--- src/rtl/uart_rx.sv ---
// UART receiver: oversamples RX_IN at PRESCALE clocks per bit, votes 3 mid-bit samples,
// checks optional parity and the stop bit, and reports each completed frame.
module uart_rx #(
    parameter int DATA_WIDTH = 8,
    parameter int PRESCALE   = 8
) (
    input  logic                  clk,
    input  logic                  reset,
    input  logic                  RX_IN,
    input  logic                  PAR_EN,
    input  logic                  PAR_TYP,
    output logic [DATA_WIDTH-1:0] P_DATA,
    output logic                  DATA_VALID,
    output logic                  PAR_ERR,
    output logic                  STP_ERR,
    output logic                  Busy
);
    localparam int CW = (PRESCALE > 2) ? $clog2(PRESCALE) : 1;
    localparam int BW = (DATA_WIDTH > 1) ? $clog2(DATA_WIDTH) : 1;
    localparam logic [CW-1:0] MID_LO   = CW'(PRESCALE / 2 - 1);
    localparam logic [CW-1:0] MID      = CW'(PRESCALE / 2);
    localparam logic [CW-1:0] MID_HI   = CW'(PRESCALE / 2 + 1);
    localparam logic [CW-1:0] LAST     = CW'(PRESCALE - 1);
    localparam logic [BW-1:0] BIT_LAST = BW'(DATA_WIDTH - 1);

    typedef enum logic [2:0] {IDLE, START, DATA, PARITY, STOP} state_t;

    logic                  rx_meta_q, rx_s_q, rx_prev_q;
    state_t                state_q, state_d;
    logic [CW-1:0]         edge_q, edge_d;
    logic [BW-1:0]         bit_q, bit_d;
    logic [2:0]            samp_q, samp_d;
    logic [DATA_WIDTH-1:0] shift_q, shift_d;
    logic                  par_en_q, par_en_d, par_typ_q, par_typ_d;
    logic                  perr_int_q, perr_int_d;
    logic [DATA_WIDTH-1:0] pdata_q, pdata_d;
    logic                  valid_q, valid_d;
    logic                  par_err_q, par_err_d, stp_err_q, stp_err_d;

    logic start_det, bit_end, samp2, vote, frame_start;

    assign start_det = rx_prev_q & ~rx_s_q;
    assign bit_end   = (edge_q == LAST);
    // The third sample may land on the final count of the bit (PRESCALE=4), so take it live.
    assign samp2     = (edge_q == MID_HI) ? rx_s_q : samp_q[2];
    assign vote      = (samp_q[0] & samp_q[1]) | (samp_q[0] & samp2) | (samp_q[1] & samp2);

    always_comb begin
        state_d     = state_q;
        edge_d      = '0;
        bit_d       = bit_q;
        samp_d      = samp_q;
        shift_d     = shift_q;
        par_en_d    = par_en_q;
        par_typ_d   = par_typ_q;
        perr_int_d  = perr_int_q;
        pdata_d     = pdata_q;
        valid_d     = 1'b0;
        par_err_d   = par_err_q;
        stp_err_d   = stp_err_q;
        frame_start = 1'b0;

        if (state_q != IDLE) begin
            edge_d = bit_end ? '0 : edge_q + CW'(1);
            if (edge_q == MID_LO) samp_d[0] = rx_s_q;
            if (edge_q == MID)    samp_d[1] = rx_s_q;
            if (edge_q == MID_HI) samp_d[2] = rx_s_q;
        end

        case (state_q)
            IDLE: begin
                if (start_det) begin
                    state_d     = START;
                    frame_start = 1'b1;
                end
            end
            START: begin
                if (bit_end) state_d = vote ? IDLE : DATA;
            end
            DATA: begin
                if (bit_end) begin
                    shift_d = {vote, shift_q[DATA_WIDTH-1:1]};
                    bit_d   = bit_q + BW'(1);
                    if (bit_q == BIT_LAST) begin
                        bit_d   = '0;
                        state_d = par_en_q ? PARITY : STOP;
                    end
                end
            end
            PARITY: begin
                if (bit_end) begin
                    perr_int_d = (^shift_q) ^ par_typ_q ^ vote;
                    state_d    = STOP;
                end
            end
            STOP: begin
                if (bit_end) begin
                    par_err_d = perr_int_q;
                    stp_err_d = ~vote;
                    if (!perr_int_q && vote) begin
                        pdata_d = shift_q;
                        valid_d = 1'b1;
                    end
                    state_d = IDLE;
                    // A start edge landing in the last stop cycle begins the next frame directly.
                    if (start_det) begin
                        state_d     = START;
                        frame_start = 1'b1;
                    end
                end
            end
            default: state_d = IDLE;
        endcase

        if (frame_start) begin
            par_en_d   = PAR_EN;
            par_typ_d  = PAR_TYP;
            perr_int_d = 1'b0;
            bit_d      = '0;
            edge_d     = '0;
        end
    end

    always_ff @(posedge clk or negedge reset) begin
        if (!reset) begin
            rx_meta_q  <= 1'b1;
            rx_s_q     <= 1'b1;
            rx_prev_q  <= 1'b1;
            state_q    <= IDLE;
            edge_q     <= '0;
            bit_q      <= '0;
            samp_q     <= '0;
            shift_q    <= '0;
            par_en_q   <= 1'b0;
            par_typ_q  <= 1'b0;
            perr_int_q <= 1'b0;
            pdata_q    <= '0;
            valid_q    <= 1'b0;
            par_err_q  <= 1'b0;
            stp_err_q  <= 1'b0;
        end else begin
            rx_meta_q  <= RX_IN;
            rx_s_q     <= rx_meta_q;
            rx_prev_q  <= rx_s_q;
            state_q    <= state_d;
            edge_q     <= edge_d;
            bit_q      <= bit_d;
            samp_q     <= samp_d;
            shift_q    <= shift_d;
            par_en_q   <= par_en_d;
            par_typ_q  <= par_typ_d;
            perr_int_q <= perr_int_d;
            pdata_q    <= pdata_d;
            valid_q    <= valid_d;
            par_err_q  <= par_err_d;
            stp_err_q  <= stp_err_d;
        end
    end

    assign P_DATA     = pdata_q;
    assign DATA_VALID = valid_q;
    assign PAR_ERR    = par_err_q;
    assign STP_ERR    = stp_err_q;
    assign Busy       = (state_q != IDLE);
endmodule

--- config.mk ---
export PLATFORM = sky130hd
export DESIGN_NAME = uart_rx
export DESIGN_NICKNAME = d
export VERILOG_FILES = /design/src/rtl/uart_rx.sv
export SDC_FILE = /design/constraint.sdc
export NUM_CORES = 1
export LEC_CHECK = 0
export BUFFER_PORTS_ARGS = -buffer_cell sky130_fd_sc_hd__buf_2
export CORE_MARGIN = 5
export CORE_UTILIZATION = 55
export CTS_CLUSTER_SIZE = 25
export DETAILED_ROUTE_END_ITERATION = 16
export PLACE_DENSITY = 0.75
export SYNTH_ARGS = -nofsm -noshare
export SYNTH_HDL_FRONTEND = slang
export SYNTH_SLANG_ARGS = --single-unit
--- constraint.sdc ---
create_clock -name clk -period 2.6 [get_ports clk]
set_input_delay 0.13 -clock clk [delete_from_list [all_inputs] [get_ports clk]]
set_output_delay 0.13 -clock clk [all_outputs]
set_load 0.05 [all_outputs]
==> results of run 1 <==
[Yosys cell counts (all sizes together) (2+ instances only)]
library cell	instances
xnor2	3
mux2	14
inv	8
o21ai	2
ha	7
dfrtp	34
nand2	34
nand3	8
nor3	3
clkbuf	5
xor2	2
and3	2
a21oi	4
nor2b	3
xnor3	2
nor2	3
dfstp	3
[final timing paths]
path                              to  slack (ns)  startpoint  depth (start not counted)
min in group asynchronous  P_DATA[7]        0.42       reset                          2
min                           rx_s_q        0.36   rx_meta_q                          0
min reg2reg                   rx_s_q        0.36   rx_meta_q                          0
max in group asynchronous  edge_q[1]        1.67       reset                          2
max reg2reg                P_DATA[5]        0.33   edge_q[0]                          5
max                        P_DATA[5]        0.33   edge_q[0]                          5
[metrics by stage]
step	power, mW	cell area [sq um]
global placement	1.15	1840
CTS	1.46	1930
detailed placement	1.18	1840
global route	1.56	1930
finish	1.45	1930
floorplan	1.07	1720
[power breakdown]
part           switching [mW]  internal, mW
Combinational           0.209         0.201
Sequential             0.0957         0.664
Clock                   0.168         0.108
[state kept, by name, summed over array words and instances, names as in the netlist, 3 cells and up]
| register | cells |
|---|---|
| samp_q | 3 |
| edge_q | 3 |
| bit_q | 3 |
| state_q | 3 |
| shift_q | 8 |
| P_DATA | 8 |
[per-layer routing]
layer,global-route usage,up-vias,part of all wire
li1,-,560,-
met2,0.257,28,0.48
met5,0,-,0
met4,0.0508,0,0.0087
met3,0.0561,4,0.060
met1,0.222,532,0.45
[timing repair]
action / 4_1_cts / 5_1_grt
hold buffers: 4 / 0
setup buffers: 0 / 0
hold endpoints to repair: 37 / 0
[worst register-to-register path: stages (launching register included)]
cell,delay (ns)
dfrtp_1,0.43
ha_1,0.24
and3b_1,0.19
o31a_1,0.34
or3_1,0.59
mux2_4,0.38
[layout make-up]
type	count	area [sq um]	area share
Tap cell	44	55.1	0.0286
Multi-Input combinational cell	102	736	0.382
Clock buffer	8	48.8	0.0253
Sequential cell	37	930	0.482
Timing Repair Buffer	21	128	0.0662
Inverter	8	30.0	0.0156
[logic make-up after synthesis]
kind of cell,count (synthesis),synth area share
simple gates,60,0.160
flops,37,0.540
compound gates,14,0.0560
buf+inv,14,0.0327
mux,14,0.109
xor+xnor,7,0.0516
fa+ha+maj,7,0.0509
==> impl_metrics.env, run 1 <==
export IMPL_cts_buffer_depth=2
export IMPL_synth_nets=165
export IMPL_tightest_slew_ns=0.808
export IMPL_gp_congestion=0.824
export IMPL_cpPeakStageDelay_ns=0.59
export IMPL_cts_tree="built"
export IMPL_hold_slack_ns=0.365
export IMPL_clock_sinks=37
export IMPL_cts_resized=0
export IMPL_max_freq_mhz=440
export IMPL_layout_setup_ws_ns=0.328
export IMPL_fp_dieArea_sq_um=4350
export IMPL_dp_hpwl_microns=2230
export IMPL_fillers=253
export IMPL_synth_top_area_share=0.494
export IMPL_antenna_left=0
export IMPL_critPathBufInv=0
export IMPL_slew_violations=0
export IMPL_slew_headroom=0.461
export IMPL_clk_latency_ns=0.33
export IMPL_antenna_found_initial=0
export IMPL_setup_tns_ns=0
export IMPL_first_iter_violations=66
export IMPL_synth_cell_types=34
export IMPL_grt_pass1_wl_microns=5410
export IMPL_arrival_ns=2.49
export IMPL_die_w_microns=66.0
export IMPL_synth_async_reset_ratio=1.00
export IMPL_synth_top_cell_by_area="dfrtp_1"
export IMPL_hp_class="register to register"
export IMPL_p_per_area_nw_per_um2=750
export IMPL_netlist_instances=153
export IMPL_synth_edf_count=0
export IMPL_drc_errors=0
export IMPL_cts_root_buf="clkbuf_4"
export IMPL_n_antenna_cell=0
export IMPL_dr_pass1_iters=4
export IMPL_netlist_area_sq_um=1720
export IMPL_core_area_sq_um=3030
export IMPL_peakVddDrop_mv=0.391
export IMPL_ios=17
export IMPL_first_global_vias=1131
export IMPL_status="finished clean"
export IMPL_timing_final_crit_period_ns=2.27
export IMPL_crit_path_top_delay_cell="or3_1"
export IMPL_dp_cells=208
export IMPL_fin_skew_ns=0.00182
export IMPL_drive_above_1_share=0.222
export IMPL_cp_max_fo=9
export IMPL_cap_violations=0
export IMPL_grt_usage=0.166
export IMPL_clkTransAtPathRegs_ns=0.10
export IMPL_fin_cells=220
export IMPL_gr_total_overflow=0
export IMPL_setup_viol=0
export IMPL_die_h_microns=66.0
export IMPL_dr_total_vias=1124
export IMPL_startpoint_type="register"
export IMPL_post_route_period_util=0.874
export IMPL_p_leak_nw=1.05
export IMPL_start_util=0.569
export IMPL_wl_per_cell_microns=14.1
export IMPL_via_per_inst=5.11
export IMPL_final_cell_mix="34 x dfrtp_1, 34 x nand2_1, 16 x buf_2"
export IMPL_synth_top_flop_cell="dfrtp_1"
export IMPL_grt_setup_unrepaired="no"
export IMPL_cp_top_family="simple AND/OR/NAND/NOR gates"
export IMPL_preCtsSetupSlack_ns=0.358
export IMPL_num_rows=20
export IMPL_h_tree_depth=2
export IMPL_finalHoldViolCount=0
export IMPL_synth_area_leaders="dfrtp_1 49%, nand2_1 7.4%, mux2_4 7.0%, ha_1 5.1%, dfstp_2 4.6%"
export IMPL_synthToLayoutAreaGrowth_pct=11.9
export IMPL_end_kind="register"
export IMPL_cts_buffers=5
export IMPL_io_buffers=16
export IMPL_worstPathRequired_ns=2.82
export IMPL_crit_type="register to register"
export IMPL_postLayoutCoreUtil=0.636
export IMPL_grt_max_degree=38
export IMPL_synth_warning_count=0
export IMPL_fin_nets=187
export IMPL_syn_area_per_cell_sq_um=11.3
export IMPL_wirelength_microns=3100
export IMPL_path_cells="ha_1 > and3b_1 > o31a_1 > or3_1 > mux2_4"
export IMPL_seq_area_frac_synth=0.540
export IMPL_ys_seq_elements=37
Note: power is estimated with default switching activity, not from simulation.
==> inputs of run 2 (changes only) <==
--- a/config.mk
+++ b/config.mk
@@ -5,7 +5,7 @@
 export SDC_FILE = /design/constraint.sdc
 export NUM_CORES = 1
 export LEC_CHECK = 0
-export BUFFER_PORTS_ARGS = -buffer_cell sky130_fd_sc_hd__buf_2
+export BUFFER_PORTS_ARGS = -buffer_cell sky130_fd_sc_hd__buf_4
 export CORE_MARGIN = 5
 export CORE_UTILIZATION = 55
 export CTS_CLUSTER_SIZE = 25
==> run 2 against run 1 <==
  * Core utilization grew 2.5 points
  * Clock power grew 51%
  * Via count grew 2.2%
  * Critical path depth grew 1
  * Register-to-register slack is essentially flat
  * Flip-flop and latch count is the same
  * First-iteration DRC count shrank 44%
  * Largest power group unchanged
==> impl_metrics.env, run 2 (synthesized netlist as in run 1, its figures left out) <==
export IMPL_status="finished clean"
export IMPL_dp_hpwl_microns=2320
export IMPL_final_cell_mix="34 x dfrtp_1, 34 x nand2_1, 17 x buf_4"
export IMPL_fp_dieArea_sq_um=4350
export IMPL_cts_tree="built"
export IMPL_synthToLayoutAreaGrowth_pct=16.4
export IMPL_r2r_end="perr_int_q"
export IMPL_gp_congestion=0.761
export IMPL_grt_usage=0.170
export IMPL_wirelength_microns=3190
export IMPL_fillers=224
export IMPL_crit_type="register to register"
export IMPL_r2r_slack_ns=0.34
export IMPL_io_buffers=16
export IMPL_first_global_vias=1218
export IMPL_clkTransAtPathRegs_ns=0.11
export IMPL_finalHoldViolCount=0
export IMPL_reg2reg_depth=6
export IMPL_cts_buffers=5
export IMPL_slew_violations=0
export IMPL_worstPathRequired_ns=2.84
export IMPL_start_util=0.569
export IMPL_p_leak_nw=1.07
export IMPL_cts_buffer_depth=2
export IMPL_die_h_microns=66.0
export IMPL_dr_total_vias=1149
export IMPL_hp_class="input pin to async pin"
export IMPL_cts_root_buf="clkbuf_4"
export IMPL_clock_sinks=37
export IMPL_startpoint_type="register"
export IMPL_post_route_period_util=0.869
export IMPL_h_tree_depth=2
export IMPL_max_freq_mhz=443
export IMPL_wl_per_cell_microns=14.5
export IMPL_cap_violations=0
export IMPL_antenna_found_initial=0
export IMPL_arrival_ns=2.50
export IMPL_drc_errors=0
export IMPL_fin_skew_ns=0.0132
export IMPL_grt_pass1_wl_microns=5500
export IMPL_first_iter_violations=37
export IMPL_tightest_slew_ns=0.494
export IMPL_cp_max_fo=8
export IMPL_end_kind="register"
export IMPL_via_per_inst=5.22
export IMPL_grt_setup_unrepaired="no"
export IMPL_p_per_area_nw_per_um2=795
export IMPL_n_antenna_cell=0
export IMPL_drive_above_1_share=0.233
export IMPL_core_area_sq_um=3030
export IMPL_num_rows=20
export IMPL_antenna_left=0
export IMPL_r2r_start="edge_q[0]"
export IMPL_dr_pass1_iters=4
export IMPL_clk_latency_ns=0.35
export IMPL_slew_headroom=0.670
export IMPL_ios=17
export IMPL_gr_total_overflow=0
export IMPL_die_w_microns=66.0
export IMPL_setup_tns_ns=0
export IMPL_hold_slack_ns=0.270
export IMPL_cts_resized=0
export IMPL_fin_nets=187
export IMPL_timing_final_crit_period_ns=2.26
export IMPL_setup_viol=0
export IMPL_peakVddDrop_mv=0.490
export IMPL_grt_max_degree=38
-- run 2: cell types whose count changed in the layout (fill, tap and decap cells not counted), sizes merged --
cell,change
clkbuf,-1
bufinv,+1
-- run 2: what timing repair did --
item	in CTS	in global routing
hold endpoints to repair	37	0
setup buffers	0	0
hold buffers	4	0
-- run 2: cell type report --
cell class / count / area [sq um] / area share
Timing Repair Buffer: 21 / 168 / 0.0837
Clock buffer: 7 / 55.1 / 0.0275
Multi-Input combinational cell: 102 / 736 / 0.367
Clock inverter: 1 / 30.0 / 0.0150
Tap cell: 44 / 55.1 / 0.0275
Inverter: 8 / 30.0 / 0.0150
Sequential cell: 37 / 930 / 0.464
-- run 2: metal layers --
metal,vias to the layer above,track usage,part of all wire,wire length (microns)
li1,556,-,-,-
met1,566,0.207,0.45,1430
met2,23,0.293,0.50,1590
met3,4,0.0408,0.043,137
met4,0,0.0609,0.0091,29
met5,-,0,0,0
-- run 2: where the power goes --
group	internal [mW]	switching [mW]	total (mW)
Sequential	0.664	0.0927	0.757
Combinational	0.208	0.211	0.419
Clock	0.230	0.187	0.416
-- run 2: stage by stage --
stage / power [mW] / worst slack [ns] / cells / utilization / instance area, sq um
floorplan: 1.07 / 0.579 / 153 / - / 1720
global placement: 1.15 / 0.430 / 208 / 0.620 / 1880
detailed placement: 1.19 / 0.338 / 208 / 0.620 / 1880
CTS: 1.60 / 0.315 / 220 / 0.662 / 2000
global route: 1.69 / 0.206 / 220 / 0.662 / 2000
finish: 1.59 / 0.340 / 220 / 0.662 / 2000
-- run 2: worst max-delay path, stage by stage, from the launching register on --
cell	delay (ns)
dfrtp_1	0.41
ha_1	0.21
ha_1	0.32
nor2b_1	0.10
or4_1	0.64
and2_1	0.22
mux2_2	0.25
-- run 2: worst max-delay path by stage --
stage | start | to | slack (ns) | cells past startpoint
floorplan | edge_q[0] | P_DATA[0] | 0.58 | 6
global placement | edge_q[0] | P_DATA[6] | 0.43 | 5
detailed placement | edge_q[0] | perr_int_q | 0.34 | 6
CTS | edge_q[0] | perr_int_q | 0.32 | 6
global route | edge_q[0] | perr_int_q | 0.21 | 6
finish | edge_q[0] | perr_int_q | 0.34 | 6
